`src/rtl/spec_reg_arbiter_pkg.sv`:
```
// spec_reg_arbiter_pkg: register index constants, requester IDs and arbiter helpers
package spec_reg_arbiter_pkg;
    localparam int ZR   = 0;
    localparam int SP   = 4;
    localparam int LR   = 5;
    localparam int PC   = 6;
    localparam int CPSR = 7;

    typedef enum logic [1:0] {
        REQ_LNK  = 2'd0,
        REQ_STK  = 2'd1,
        REQ_USR  = 2'd2,
        REQ_NONE = 2'd3
    } req_id_e;

    function automatic req_id_e oh2id(input logic [2:0] oh);
        return oh[0] ? REQ_LNK : oh[1] ? REQ_STK : oh[2] ? REQ_USR : REQ_NONE;
    endfunction

    function automatic req_id_e rr_next(input req_id_e id);
        return id == REQ_LNK ? REQ_STK : id == REQ_STK ? REQ_USR : REQ_LNK;
    endfunction
endpackage

```
`src/rtl/spec_reg_arbiter_rr_grant3.sv`:
```
// rr_grant3: three-way round-robin grant, ptr_i names the highest-priority request
module rr_grant3 (
    input  logic [2:0] req_i,
    input  logic [1:0] ptr_i,
    output logic [2:0] gnt_o
);
    logic [2:0] rot;
    logic [2:0] g;

    // rotate so bit 0 is the priority holder, fixed-priority pick, rotate back
    always_comb begin
        rot   = ptr_i == 2'd1 ? {req_i[0], req_i[2], req_i[1]} :
                ptr_i == 2'd2 ? {req_i[1], req_i[0], req_i[2]} : req_i;
        g     = rot[0] ? 3'b001 : rot[1] ? 3'b010 : rot[2] ? 3'b100 : 3'b000;
        gnt_o = ptr_i == 2'd1 ? {g[1], g[0], g[2]} :
                ptr_i == 2'd2 ? {g[0], g[2], g[1]} : g;
    end
endmodule

```
`src/rtl/spec_reg_arbiter.sv`:
```
// spec_reg_arbiter: round-robin arbitration of three writers onto one special-register write port
module spec_reg_arbiter
    import spec_reg_arbiter_pkg::*;
#(
    parameter int DATA_W = 32,
    parameter int ADDR_W = 3
) (
    input  logic              clk,
    input  logic              rst,
    input  logic              stall,
    input  logic              lnk_valid,
    input  logic              stk_valid,
    input  logic              usr_valid,
    output logic              lnk_ready,
    output logic              stk_ready,
    output logic              usr_ready,
    input  logic [ADDR_W-1:0] lnk_addr,
    input  logic [ADDR_W-1:0] stk_addr,
    input  logic [ADDR_W-1:0] usr_addr,
    input  logic [DATA_W-1:0] lnk_data,
    input  logic [DATA_W-1:0] stk_data,
    input  logic [DATA_W-1:0] usr_data,
    output logic              wr_en,
    output logic [ADDR_W-1:0] wr_addr,
    output logic [DATA_W-1:0] wr_data,
    output logic              zr_drop,
    output logic [1:0]        last_grant
);
    logic [2:0]        req;
    logic [2:0]        gnt;
    logic              xfer;
    req_id_e           gid;
    logic [ADDR_W-1:0] sel_addr;
    logic [DATA_W-1:0] sel_data;
    req_id_e           ptr_q, ptr_d, last_q, last_d;
    logic              wr_en_q, wr_en_d, zr_drop_q, zr_drop_d;
    logic [ADDR_W-1:0] wr_addr_q, wr_addr_d;
    logic [DATA_W-1:0] wr_data_q, wr_data_d;

    assign req = (rst || stall) ? 3'b000 : {usr_valid, stk_valid, lnk_valid};

    rr_grant3 u_rr (
        .req_i (req),
        .ptr_i (ptr_q),
        .gnt_o (gnt)
    );

    assign {usr_ready, stk_ready, lnk_ready} = gnt;
    assign xfer       = |gnt;
    assign gid        = oh2id(gnt);
    assign sel_addr   = gnt[1] ? stk_addr : gnt[2] ? usr_addr : lnk_addr;
    assign sel_data   = gnt[1] ? stk_data : gnt[2] ? usr_data : lnk_data;
    assign wr_en      = wr_en_q;
    assign wr_addr    = wr_addr_q;
    assign wr_data    = wr_data_q;
    assign zr_drop    = zr_drop_q;
    assign last_grant = last_q;

    // next state: writes to the zero register are dropped but still rotate priority
    always_comb begin
        ptr_d     = xfer ? rr_next(gid) : ptr_q;
        wr_en_d   = xfer && sel_addr != ADDR_W'(ZR);
        zr_drop_d = xfer && sel_addr == ADDR_W'(ZR);
        wr_addr_d = wr_en_d ? sel_addr : wr_addr_q;
        wr_data_d = wr_en_d ? sel_data : wr_data_q;
        last_d    = xfer ? gid : last_q;
    end

    // state registers; reset gives link first priority and clears the write port
    always_ff @(posedge clk) begin
        if (rst) begin
            ptr_q     <= REQ_LNK;
            wr_en_q   <= 1'b0;
            zr_drop_q <= 1'b0;
            wr_addr_q <= '0;
            wr_data_q <= '0;
            last_q    <= REQ_NONE;
        end else begin
            ptr_q     <= ptr_d;
            wr_en_q   <= wr_en_d;
            zr_drop_q <= zr_drop_d;
            wr_addr_q <= wr_addr_d;
            wr_data_q <= wr_data_d;
            last_q    <= last_d;
        end
    end
endmodule

```
`config.mk`:
```
export PLATFORM = sky130hd
export DESIGN_NAME = spec_reg_arbiter
export DESIGN_NICKNAME = d
export VERILOG_FILES = /design/src/rtl/spec_reg_arbiter_pkg.sv /design/src/rtl/spec_reg_arbiter_rr_grant3.sv /design/src/rtl/spec_reg_arbiter.sv
export SDC_FILE = /design/constraint.sdc
export NUM_CORES = 1
export LEC_CHECK = 0
export CAP_MARGIN = 20
export CORE_ASPECT_RATIO = 1.4
export CORE_MARGIN = 8
export CORE_UTILIZATION = 39
export DETAILED_ROUTE_END_ITERATION = 6
export GPL_TIMING_DRIVEN = 1
export PLACE_DENSITY_LB_ADDON = 0.3
export SYNTH_ARGS = -nofsm -noshare
export SYNTH_HDL_FRONTEND = slang
export SYNTH_SLANG_ARGS = --single-unit
```
`constraint.sdc`:
```
create_clock -name clk -period 5.6 [get_ports clk]
set_clock_uncertainty 0.2 [all_clocks]
set_input_delay 1.4 -clock clk [delete_from_list [all_inputs] [get_ports clk]]
set_output_delay 1.4 -clock clk [all_outputs]
set_load 0.05 [all_outputs]
```
==> impl_metrics.env <==
export IMPL_status="complete, no violations"
export IMPL_place_inst=518
export IMPL_holdWs_ns=0.261
export IMPL_seqPwrFrac_pct=39.6
export IMPL_cts_sinks=41
export IMPL_synthToLayoutAreaGrowth_pct=71.7
export IMPL_timing_max_cap_violations=0
export IMPL_syn_avg_cell_area_um2=7.38
export IMPL_share_clk_of_total_power_pct=22.6
export IMPL_ys_seq_area_share_pct=35.7
export IMPL_dp_hpwl_um=6580
export IMPL_drc=0
export IMPL_drt_initial_drc_count=104
export IMPL_worstRegToRegCells=10
export IMPL_timing_rr_start="ptr_q[1]"
export IMPL_critPathKind="in2out"
export IMPL_cts_root_buf="clkbuf_8"
export IMPL_place_congestion=0.880
export IMPL_min_path_type="reg2reg"
export IMPL_core_area_mm2=0.00578
export IMPL_drive_gt1_share_pct=5.04
export IMPL_post_cts_buffers=0
export IMPL_num_vias=2714
export IMPL_die_x_um=80.9
export IMPL_track_usage_pct=19.1
export IMPL_internal_power_uw=549
export IMPL_ff2ff_setup_slack_ns=2.44
export IMPL_synth_edf_count=0
export IMPL_min_path_cells=2
export IMPL_critPathMaxFanout=7
export IMPL_peakVddDrop_uv=139
export IMPL_cp_end_kind="primary output"
export IMPL_nFillCells=509
export IMPL_cts_buffers=5
export IMPL_powerDensity_mw_per_mm2=210
export IMPL_grt_overflow=0
export IMPL_io_pins=153
export IMPL_htree_levels=2
export IMPL_required_ns=4.00
export IMPL_finalWirelength_um=8460
export IMPL_slew_violations=0
export IMPL_synth_ff_type="dfxtp_1"
export IMPL_fmax_ghz=0.201
export IMPL_ctsResizeCount=0
export IMPL_final_area_mm2=0.00395
export IMPL_syn_nets=423
export IMPL_final_setup_tns_ns=0
export IMPL_r2r_end="wr_data[23]"
export IMPL_yosysTopAreaCellShare_pct=35.7
export IMPL_firstDrtPassIters=4
export IMPL_die_h_um=107
export IMPL_yosysMostFrequentCell="nand2_1"
export IMPL_min_period_ns=4.97
export IMPL_hold_start="wr_data[11]"
export IMPL_finalCritPeriodShare_pct=88.7
export IMPL_multi_input_area_mm2=0.00135
export IMPL_synth_area_top_cells="dfxtp_1 (36%), nand2_1 (16%), a21oi_1 (15%), mux2i_1 (14%), clkbuf_1 (2.6%)"
export IMPL_grt_start_max_net_pins=66
export IMPL_cts_tree="yes"
export IMPL_finalHoldViolations=0
export IMPL_clockBufferDepth=2
export IMPL_swShare_pct=33.9
export IMPL_final_nets=566
export IMPL_crit_start="rst"
export IMPL_p_switching_uw=281
export IMPL_antenna_found_initial=0
export IMPL_power_uw=830
export IMPL_max_slew_worst_pin_slew_ns=0.965
export IMPL_clk_pin_slew_ns=0.08
export IMPL_hold_buffers=0
export IMPL_ant_nets=0
export IMPL_clk_latency_ns=0.28
export IMPL_timing_slew_headroom_pct=35.3
export IMPL_diodes=0
export IMPL_worst_setup_path_start_kind="input port"
export IMPL_start_util_pct=39.8
export IMPL_p_leak_nw=1.70
export IMPL_yosys_area_top_type="dfxtp_1"
export IMPL_endpoint="lnk_ready"
export IMPL_final_cells=526
export IMPL_ys_warn_count=0
export IMPL_seq_area_um2=821
export IMPL_yosys_top_cells_count="nand2_1 (100), a21oi_1 (69), dfxtp_1 (41)"
export IMPL_grt_pass1_wl_um=13300
export IMPL_rsz0062_at_grt="false"
export IMPL_routedWlPerCell_um=16.1
export IMPL_post_dp_cell_area_mm2=0.00387
export IMPL_dieArea_mm2=0.00865
export IMPL_syn_inst=312
export IMPL_synth_cell_type_count=36
export IMPL_rows=33
export IMPL_viasPerCell=5.16
export IMPL_setup_viol_count_final=0
export IMPL_cp_arrival_ns=3.37
export IMPL_first_global_vias=2741
export IMPL_io_buffers=152
export IMPL_synthArstFlopShare_pct=0
export IMPL_syn_area_mm2=0.00230
export IMPL_ys_ff_latch=41
export IMPL_combPwrFrac_pct=37.8
-- cell usage in the layout (no fill, tap or decap), types with 2 or more instances in the layout --
master	count
clkdlybuf4s50_1	150
nand2_1	100
a21oi_1	69
dfxtp_1	41
mux2i_1	33
nor2_1	6
buf_4	6
clkbuf_8	5
o21ai_0	4
nor2b_1	3
inv_2	3
inv_1	3
o31ai_1	3
o32ai_1	3
a22oi_1	2
a22o_1	2
clkinv_2	2
buf_12	2
-- power groups by stage --
stage	sequential (mW)	combinational, mW	clock [mW]
floorplan	0.420	0.0830	0
global placement	0.335	0.310	0
detailed placement	0.336	0.314	0
CTS	0.329	0.316	0.196
global route	0.332	0.333	0.206
finish	0.329	0.314	0.188
-- per-stage QoR --
| step | utilization [%] | setup WS (ns) |
|---|---|---|
| floorplan | - | 0.843 |
| global placement | 66.9 | 0.647 |
| detailed placement | 66.9 | 0.623 |
| CTS | 68.4 | 0.614 |
| global route | 68.4 | 0.525 |
| finish | 68.4 | 0.633 |
-- flip-flops by register name, indices dropped and copies added (netlist names) --
name,cells
wr_data,32
wr_addr,3
last_grant,2
ptr_q,2
wr_en,1
zr_drop,1
-- cells by family after synthesis --
kind of cell           synth area share (%)
AND/OR/NAND/NOR                        21.1
AO/OA/AOI/OAI                          22.5
flip-flops                             35.7
multiplexers                           14.8
buffers and inverters                  5.92
-- routing by layer --
metal	global-route usage, %	vias up	share of wire, %
met5	0	-	0
met4	5.77	0	1.9
met3	5.78	14	7.0
met2	36.0	91	56
met1	19.2	1258	35
li1	-	1351	-
-- critical path: stages --
cell	delay, ns
clkdlybuf4s50_1	0.53
nor2_2	0.31
and4_1	0.30
clkdlybuf4s50_1	0.82
-- how the worst min path moves through the flow --
stage / endpoint / slack [ns]
finish: wr_data[11] / 0.26
global route: wr_data[2] / 0.28
CTS: wr_data[11] / 0.26
detailed placement: wr_data[11] / 0.25
global placement: wr_data[28] / 0.24
floorplan: ptr_q[1] / 0.29
-- cell type report --
| class | count | share of cell area (%) |
|---|---|---|
| Clock buffer | 5 | 1.74 |
| Multi-Input combinational cell | 242 | 34.0 |
| Timing Repair Buffer | 158 | 40.1 |
| Sequential cell | 41 | 20.8 |
| Inverter | 7 | 0.665 |
| Clock inverter | 3 | 0.443 |
| Tap cell | 70 | 2.22 |
Note: power is estimated with default switching activity, not from simulation.
